[src/rtl/mm_seq_ctrl.sv]
// Sequencer for the N-lane multiply/add-tree: issues an N x N product row-major,
// one dot product per cycle, and tags each tree result with its (row, col).

module mm_seq_lane #(
  parameter int BIT_WIDTH = 8
) (
  input  logic                 en,
  input  logic [BIT_WIDTH-1:0] a_in,
  input  logic [BIT_WIDTH-1:0] b_in,
  output logic [BIT_WIDTH-1:0] a_out,
  output logic [BIT_WIDTH-1:0] b_out
);
  assign a_out = en ? a_in : '0;
  assign b_out = en ? b_in : '0;
endmodule

module mm_seq_ctrl #(
  parameter int BIT_WIDTH = 8,
  parameter int N         = 4,
  parameter int LAT       = 3,
  parameter int IDX_W     = 2
) (
  input  logic                   clk,
  input  logic                   rst,
  input  logic                   start,
  output logic                   busy,
  output logic                   done,
  output logic [IDX_W-1:0]       a_row_idx,
  output logic [IDX_W-1:0]       b_col_idx,
  output logic                   issue_valid,
  input  logic [BIT_WIDTH*N-1:0] a_row,
  input  logic [BIT_WIDTH*N-1:0] b_col,
  output logic [BIT_WIDTH*N-1:0] tree_a,
  output logic [BIT_WIDTH*N-1:0] tree_b,
  input  logic [BIT_WIDTH-1:0]   tree_c,
  output logic                   res_valid,
  output logic [IDX_W-1:0]       res_row,
  output logic [IDX_W-1:0]       res_col,
  output logic [BIT_WIDTH-1:0]   res_data
);
  typedef enum logic [1:0] {IDLE, ISSUE, DRAIN, DONE} state_t;

  typedef struct packed {
    logic [IDX_W-1:0] row;
    logic [IDX_W-1:0] col;
  } tag_t;

  state_t state, state_nxt;
  logic [IDX_W-1:0] row, col;
  logic             last_issue;

  logic [LAT:1] vld_pipe;
  tag_t [LAT:1] tag_pipe;
  tag_t         cur_tag;

  logic [N-1:0][BIT_WIDTH-1:0] a_lanes, b_lanes, ta_lanes, tb_lanes;

  assign last_issue = issue_valid && (row == IDX_W'(N-1)) && (col == IDX_W'(N-1));

  always_ff @(posedge clk) begin
    if (!rst) state <= IDLE;
    else      state <= state_nxt;
  end

  always_comb begin
    state_nxt = state;
    case (state)
      IDLE:    if (start) state_nxt = ISSUE;
      ISSUE:   if (last_issue) state_nxt = DRAIN;
      // Last result sits in the final stage this cycle; nothing behind it.
      DRAIN:   if (~|vld_pipe[LAT-1:1]) state_nxt = DONE;
      DONE:    state_nxt = IDLE;
      default: state_nxt = IDLE;
    endcase
  end

  always_comb begin
    issue_valid = (state == ISSUE);
    busy        = (state == ISSUE) || (state == DRAIN);
    done        = (state == DONE);
  end

  always_ff @(posedge clk) begin
    if (!rst) begin
      row <= '0;
      col <= '0;
    end else if (state == IDLE && start) begin
      row <= '0;
      col <= '0;
    end else if (issue_valid) begin
      if (col == IDX_W'(N-1)) begin
        col <= '0;
        row <= row + IDX_W'(1);
      end else begin
        col <= col + IDX_W'(1);
      end
    end
  end

  assign a_row_idx   = row;
  assign b_col_idx   = col;
  assign cur_tag.row = row;
  assign cur_tag.col = col;

  // Tag pipeline mirrors the tree latency; the tree never stalls, so neither does this.
  always_ff @(posedge clk) begin
    if (!rst) begin
      vld_pipe <= '0;
      tag_pipe <= '0;
    end else begin
      vld_pipe <= {vld_pipe[LAT-1:1], issue_valid};
      tag_pipe <= {tag_pipe[LAT-1:1], cur_tag};
    end
  end

  assign res_valid = vld_pipe[LAT];
  assign res_row   = tag_pipe[LAT].row;
  assign res_col   = tag_pipe[LAT].col;
  assign res_data  = tree_c;

  assign a_lanes = a_row;
  assign b_lanes = b_col;

  for (genvar m = 0; m < N; m++) begin : g_lane
    mm_seq_lane #(.BIT_WIDTH(BIT_WIDTH)) u_lane (
      .en    (issue_valid),
      .a_in  (a_lanes[m]),
      .b_in  (b_lanes[m]),
      .a_out (ta_lanes[m]),
      .b_out (tb_lanes[m])
    );
  end

  assign tree_a = ta_lanes;
  assign tree_b = tb_lanes;
endmodule

[config.mk]
export PLATFORM = sky130hd
export DESIGN_NAME = mm_seq_ctrl
export DESIGN_NICKNAME = d
export VERILOG_FILES = /design/src/rtl/mm_seq_ctrl.sv
export SDC_FILE = /design/constraint.sdc
export NUM_CORES = 1
export LEC_CHECK = 0
export CAP_MARGIN = 20
export CORE_ASPECT_RATIO = 1.75
export CORE_MARGIN = 4
export CORE_UTILIZATION = 23
export DETAILED_ROUTE_END_ITERATION = 6
export PLACE_DENSITY = 0.85
export SYNTH_ARGS = -nofsm -noshare
export SYNTH_HDL_FRONTEND = slang
export SYNTH_SLANG_ARGS = --single-unit
export TNS_END_PERCENT = 100
[constraint.sdc]
create_clock -name clk -period 1.55 [get_ports clk]
set_input_delay 0.3875 -clock clk [delete_from_list [all_inputs] [get_ports clk]]
set_output_delay 0.3875 -clock clk [all_outputs]
set_load 0.1 [all_outputs]
Word level (Yosys, flattened, before mapping)
Index checks and enable logic that the tools add are counted.
- bits in registers: 21
- bits of input ports: 75
- output and inout port bits: 84
- word-level logic and storage cells: 43
- reduce and logical (&&, ||, !) cells: 9
- $add $sub $neg: 2
- muxes and demuxes: 13
- equality and inequality tests: 8
- bitwise operators: 1
- operators with widths (cell ; number):
    two-way mux 8 bit ; 8
    == test 2 bit (second input constant) ; 4
    two-way mux 2 bit ; 4
    case mux 2 bit (4 select lines) ; 1
    adder 2 x 1 -> 2 bit (second input constant) ; 2
    inequality test 2 bit (second input constant) ; 2
    OR reduction 2 bit ; 2
    logical AND 1 bit ; 3
    AND reduction 3 bit ; 1
    == test 2 x 1 -> 1 bit (second input constant) ; 1
    zero test 2 bit ; 1
    inequality test 2 x 1 -> 1 bit (second input constant) ; 1
    AND reduction 2 bit ; 1
    logical OR 1 bit ; 1
    inverter 1 bit ; 1

Depth between registers and ports, before layout
Gate-level depths: netlist of the first run.
- depth after elaboration: 5
- gate-level depth with buffers: 6
- depth with buffers taken out: 5

Hierarchy
Synthesis of the first run repeated with hierarchy kept, for this count alone.
- cells, all modules: 149
- area, all modules: 1343.8 sq um
- by module, submodules not included (module ; seq. area each (sq um) ; area an instance (sq um) ; cells each ; times used):
    mm_seq_ctrl ; 420.4 ; 838.3 ; 81 ; 1
    mm_seq_lane ; 0.0 ; 126.4 ; 17 ; 4

Least setup slack after synthesis of the first run
OpenSTA, ideal clock, no wires.
- path kind: reg2out
- from: register state[1]
- to: output port tree_a[10]
- cell stages (with the launch flop): 6
- data required time: 1.162 ns
- data arrival time: 2.539 ns
- setup slack: -1.376 ns
- buffers on the path: 2
- cell sequence: dfxtp_1 > inv_1 > ha_1 > buf_2 > buf_2 > and2_1
- cells in the longest elaborated chain, start to end: 2
- ends and longest elaborated chain (element ; line ; source):
    from (decl) ; 48 ; state_t state, state_nxt;
    from (signal assigned) ; 62 ; else state <= state_nxt;
    == test 2 x 1 -> 1 bit ; 78 ; issue_valid = (state == ISSUE);
    net issue_valid ; 30 ; output logic issue_valid,
    two-way mux 8 bit ; 13 ; assign a_out = en ? a_in : '0;
    to (decl) ; 33 ; output logic [BIT_WIDTH*N-1:0] tree_a,
The timed path passes the listed nets, and every way through them passes these cells.

Final worst setup path of the first run
- from: register state[1]
- to: output port tree_b[11]
- cells in the longest elaborated chain, start to end: 2
- ends and longest elaborated chain (element ; line ; source):
    == test 2 x 1 -> 1 bit ; 78 ;
    two-way mux 8 bit ; 14 ; assign b_out = en ? b_in : '0;
    to (decl) ; 34 ; output logic [BIT_WIDTH*N-1:0] tree_b,
Every way passes these cells.

==> results of run 1 <==
cell type report:
type                            count  area [um2]  share of cell area, %
Sequential cell                    21         440                   11.1
Inverter                            2        10.0                  0.252
Clock buffer                        3        41.3                   1.04
Clock inverter                      1        5.00                  0.126
Multi-Input combinational cell    108         892                   22.5
Tap cell                           74        92.6                   2.33
Timing Repair Buffer              162        2490                   62.7
where the power goes:
group | internal [uW] | leakage (uW) | switching [uW]
sequential | 609 | 0.000174 | 63.3
combinational | 3360 | 0.00150 | 4970
clock | 179 | 0.0000255 | 172
registers in the layout, summed over array words and instances, names as in the netlist:
| signal | cells |
|---|---|
| res_col | 2 |
| state | 2 |
| tag_pipe | 8 |
| a_row_idx | 2 |
| vld_pipe | 3 |
| b_col_idx | 2 |
| res_row | 2 |
stage by stage:
stage               utilization (%)  area [um2]  setup slack [ns]
floorplan                         -        1490            -0.237
global placement               69.4        3680           -0.0684
detailed placement             69.4        3680            -0.116
CTS                            70.3        3730            -0.254
global route                   74.9        3970            -0.319
finish                         74.9        3970            -0.298
Yosys cell counts, drive strengths merged:
cell     n  area [um2]
or4      1        7.51
xor2     1        8.76
ha       7        87.6
nor2     4        15.0
nand3    1        5.00
a21boi   1        7.51
a21oi    1        5.00
and2    79         494
dfxtp   21         420
nor2b    1        6.26
nor3     1        5.00
nand2    6        22.5
clkbuf   7        26.3
buf     14         100
o21a     1        7.51
o211a    1        10.0
mux2i    3        30.0
inv      2        7.51
routing by layer:
| metal | track usage [%] | vias up | routed length, um |
|---|---|---|---|
| met4 | 3.63 | 0 | 89 |
| met2 | 32.8 | 64 | 3990 |
| li1 | - | 745 | - |
| met5 | 0 | - | 0 |
| met1 | 15.3 | 719 | 1950 |
| met3 | 4.02 | 8 | 329 |
kinds of logic after synthesis:
group                    Yosys count  share of synthesized area (%)
multiplexers                       3                           2.37
AO/OA/AOI/OAI                      4                           2.37
XOR/XNOR                           1                          0.692
AND/OR/NAND/NOR                   93                           43.9
adder cells (fa/ha/maj)            7                           6.92
buffers and inverters             23                           10.6
flip-flops                        21                           33.2
worst paths after layout:
| check | slack [ns] | endpoint | cells past startpoint | startpoint |
|---|---|---|---|---|
| worst max register to register | -0.14 | state[0] | 7 | state[1] |
| worst max-delay path | -0.30 | tree_b[11] | 6 | state[1] |
| worst min register to register | 0.43 | res_row[1] | 1 | tag_pipe[7] |
| worst min-delay path | 0.43 | res_row[1] | 1 | tag_pipe[7] |
repair_timing:
action / in CTS / in global routing
cloned: 0 / 9
resized for setup: 1 / 9
setup endpoints to repair: 68 / 68
pin swaps: 1 / 29
setup buffers: 0 / 6
worst register-to-register path, stage by stage (launching register included):
cell and delay (ns):
dfxtp_2 0.37, inv_4 0.05, ha_4 0.17, buf_6 0.14
buf_6 0.14, a21boi_1 0.16, or4_1 0.42, o211a_1 0.14
==> impl_metrics.env, run 1 <==
export IMPL_clkSinkCount=21
export IMPL_track_usage_pct=16.0
export IMPL_setup_tns_ns=-18.59
export IMPL_synth_seq_cells=21
export IMPL_cts_tree="built"
export IMPL_vias=1536
export IMPL_fin_skew_ns=0.00358
export IMPL_final_min_clock_period_ns=1.85
export IMPL_final_cells=371
export IMPL_vias_per_cell=4.14
export IMPL_wirelength_um=6360
export IMPL_worst_path_max_delay_cell="dfxtp_2"
export IMPL_hold_viol=0
export IMPL_worstSetupPathType="reg -> out"
export IMPL_antenna_found_initial=0
export IMPL_route_detailed_drc=0
export IMPL_syn_to_final_growth_pct=213
export IMPL_status="finished with violations"
export IMPL_synth_distinct_cells=19
export IMPL_fin_nets=380
export IMPL_critical_path_arrival_ns=1.46
export IMPL_syn_avg_cell_area_um2=8.33
export IMPL_antennaDiodeCount=0
export IMPL_ant_nets=0
export IMPL_setup_violations=67
export IMPL_finalCritPeriodShare_pct=119
export IMPL_numPortBuffers=142
export IMPL_power_per_cell_area_mw_per_mm2=2360
export IMPL_worst_slew_pin_slew_ns=0.269
export IMPL_crit_family="buffers and inverters"
export IMPL_rsz0062_at_grt="yes"
export IMPL_path_max_fanout=5
export IMPL_setup_ws_ns=-0.298
export IMPL_die_x_um=64.1
export IMPL_hold_buffers=0
export IMPL_ioPinCount=159
export IMPL_core_area_mm2=0.00530
export IMPL_worstPathCellList="inv_4 > ha_4 > buf_6 > clkbuf_16 > and2_4 > buf_12"
export IMPL_place_hpwl_um=4840
export IMPL_cts_buffer_depth=2
export IMPL_hold_path_class="reg -> reg"
export IMPL_clk_latency_ns=0.26
export IMPL_die_area_mm2=0.00680
export IMPL_drt_iter0_drc=39
export IMPL_yosysWarnings=0
export IMPL_grt_pass1_wl_um=8410
export IMPL_critPathLaunchType="flip-flop"
export IMPL_p_leak_uw=0.00170
export IMPL_wire_per_inst_um=17.1
export IMPL_clk_pin_slew_worst_paths_ns=0.07
export IMPL_n_fill_cell=325
export IMPL_peakVddDrop_mv=1.72
export IMPL_ctsRootBufferMaster="clkbuf_8"
export IMPL_cap_violations=0
export IMPL_fmax_ghz=0.541
export IMPL_rows=35
export IMPL_netlist_instances=152
export IMPL_numCtsBuffers=3
export IMPL_synth_area_mm2=0.00127
export IMPL_violations="setup timing"
export IMPL_grt_pass1_vias=1651
export IMPL_placed_cells_incl_taps=352
export IMPL_maxSlewViolCount=0
export IMPL_cp_end_kind="primary output"
export IMPL_grt_max_degree=38
export IMPL_first_pass_iters=4
export IMPL_ys_seq_area_share_pct=33.2
export IMPL_total_power_uw=9360
export IMPL_gp_congestion=0.740
export IMPL_holdWs_ns=0.434
export IMPL_slowest_delay_ns=0.37
export IMPL_layout_commonest_cell="buf_12"
export IMPL_htreeDepth=1
export IMPL_syn_num_nets=234
export IMPL_grt_ovfl_total=0
export IMPL_drive_gt1_share_pct=58.6
export IMPL_final_cell_mix="buf_12, clkdlybuf4s50_1, and2_4"
export IMPL_cp_required_ns=1.16
export IMPL_max_slew_margin_pct=82.0
export IMPL_initial_core_util_pct=23.9
export IMPL_crit_buf_inv=4
export IMPL_dieHeight_um=106
No activity file was read; power rests on OpenSTA's default activity.
==> run 2, diff against run 1 <==
--- a/config.mk
+++ b/config.mk
@@ -10,7 +10,7 @@
 export CORE_MARGIN = 4
 export CORE_UTILIZATION = 23
 export DETAILED_ROUTE_END_ITERATION = 6
-export PLACE_DENSITY = 0.85
+export PLACE_DENSITY = 0.75
 export SYNTH_ARGS = -nofsm -noshare
 export SYNTH_HDL_FRONTEND = slang
 export SYNTH_SLANG_ARGS = --single-unit
==> impl_metrics.env, run 2 (synthesized netlist as in run 1, its figures left out) <==
export IMPL_status="finished with violations"
export IMPL_violations="setup timing"
export IMPL_switching_share_pct=55.6
export IMPL_wire_per_inst_um=15.7
export IMPL_ioPinCount=159
export IMPL_worstReg2RegStart="state[1]"
export IMPL_antenna_found_initial=0
export IMPL_vias_per_cell=4.10
export IMPL_cp_required_ns=1.16
export IMPL_grt_pass1_wl_um=8530
export IMPL_fin_skew_ns=0.000493
export IMPL_reg_largest_list="tag_pipe (8), vld_pipe (3)"
export IMPL_syn_to_final_growth_pct=210
export IMPL_p_leak_uw=0.00167
export IMPL_place_ws_ns=-0.0813
export IMPL_p_sw_uw=5150
export IMPL_route_detailed_drc=0
export IMPL_grt_pass1_vias=1677
export IMPL_r2r_slack_ns=-0.23
export IMPL_htreeDepth=1
export IMPL_endpoint="tree_b[4]"
export IMPL_grt_ovfl_total=0
export IMPL_critical_path_arrival_ns=1.44
export IMPL_path_max_fanout=9
export IMPL_critPathLaunchType="flip-flop"
export IMPL_r2r_end="state[0]"
export IMPL_final_cells=367
export IMPL_setup_violations=67
export IMPL_power_per_cell_area_mw_per_mm2=2360
export IMPL_reg2reg_depth=7
export IMPL_hold_viol=0
export IMPL_power_frac_clock_pct=3.8
export IMPL_hold_path_class="reg -> reg"
export IMPL_seq_power_share_pct=7.2
export IMPL_track_usage_pct=16.1
export IMPL_die_area_mm2=0.00680
export IMPL_cp_end_kind="primary output"
export IMPL_setup_tns_ns=-16.68
export IMPL_vias=1504
export IMPL_max_slew_margin_pct=85.6
export IMPL_cts_buffer_depth=2
export IMPL_n_fill_cell=343
export IMPL_placed_cells_incl_taps=351
export IMPL_min_from="tag_pipe[7]"
export IMPL_worstSetupPathType="reg -> out"
export IMPL_maxSlewViolCount=0
export IMPL_worst_slew_pin_slew_ns=0.215
export IMPL_power_frac_comb_pct=89.1
export IMPL_ant_nets=0
export IMPL_cts_tree="built"
export IMPL_ff_latch_area_um2=440
export IMPL_regMostFlops="tag_pipe"
export IMPL_power_internal_uw=4110
export IMPL_finalCritPeriodShare_pct=118
export IMPL_first_pass_iters=4
export IMPL_drt_iter0_drc=22
export IMPL_crit_path_start="state[1]"
export IMPL_final_min_clock_period_ns=1.83
export IMPL_fin_nets=376
export IMPL_die_x_um=64.1
export IMPL_grt_max_degree=20
export IMPL_rows=35
export IMPL_multi_input_area_um2=908
export IMPL_initial_core_util_pct=23.9
export IMPL_setup_ws_ns=-0.276
export IMPL_antennaDiodeCount=0
export IMPL_largest_reg_flops=8
export IMPL_numCtsBuffers=3
export IMPL_drive_gt1_share_pct=58.4
export IMPL_ctsRootBufferMaster="clkbuf_8"
export IMPL_numPortBuffers=142
export IMPL_dieHeight_um=106
export IMPL_rsz0062_at_grt="yes"
export IMPL_final_cell_mix="buf_12, clkdlybuf4s50_1, and2_4"
export IMPL_layout_commonest_cell="buf_12"
export IMPL_core_area_mm2=0.00530
export IMPL_fmax_ghz=0.548
export IMPL_total_power_uw=9260
export IMPL_clk_latency_ns=0.25
export IMPL_clk_pin_slew_worst_paths_ns=0.07
export IMPL_place_hpwl_um=4460
export IMPL_cap_violations=0
export IMPL_gp_congestion=0.744
export IMPL_peakVddDrop_mv=1.45
export IMPL_clkSinkCount=21
export IMPL_wirelength_um=5780
-- run 2: cell types whose count changed in the layout (fill, tap and decap cells not counted), sizes merged --
cell    before  now
buf         91   90
clkinv       1    0
clkbuf       8    6
-- run 2: worst min path at each step --
stage | endpoint | slack [ns] | cells after the start
6_report | res_row[1] | 0.43 | 1
5_1_grt | res_col[1] | 0.45 | 1
4_1_cts | res_row[1] | 0.43 | 1
3_5_place_dp | res_row[0] | 0.42 | 1
3_3_place_gp | tag_pipe[6] | 0.41 | 1
2_1_floorplan | res_col[0] | 0.41 | 1
-- run 2: layout make-up --
type / count / area share [%]
Multi-Input combinational cell: 108 / 23.2
Timing Repair Buffer: 158 / 61.9
Sequential cell: 21 / 11.2
Tap cell: 74 / 2.36
Inverter: 2 / 0.191
Clock buffer: 4 / 1.15
-- run 2: metrics by stage --
step	cell area (um2)	utilization, %	hold slack (ns)
after floorplan	1490	-	0.412
after global placement	3660	69.0	0.414
after detailed placement	3660	69.0	0.417
after CTS	3880	73.2	0.434
after global routing	3920	74.0	0.447
final	3920	74.0	0.434
-- run 2: repair_timing --
item	in CTS	in global routing
pin swaps	9	1
setup endpoints to repair	69	69
setup buffers	7	1
hold buffers	0	0
cloned	3	2
endpoints found under the hold margin	0	0
gates resized for setup	8	3
-- run 2: metal layers --
metal	vias up	wire, um	share of wire (%)	global-route usage (%)
li1	737	-	-	-
met1	698	1740	30	15.7
met5	-	0	0	0
met3	4	360	6.2	4.44
met2	65	3600	62	32.5
met4	0	76	1.3	3.48
-- run 2: power groups by stage --
stage | registers, uW | clock network, uW | logic, uW
after floorplan | 747 | 0 | 4970
after detailed placement | 672 | 0 | 7630
after global routing | 671 | 387 | 8470
after CTS | 656 | 355 | 8200
final | 663 | 348 | 8250
after global placement | 667 | 0 | 7550
-- run 2: worst max-delay path, cell delays in order, from the launching register on --
cell and delay (ns):
dfxtp_2 0.35, inv_2 0.05, ha_4 0.17, buf_12 0.14, clkbuf_16 0.15, and2_4 0.16
buf_12 0.16
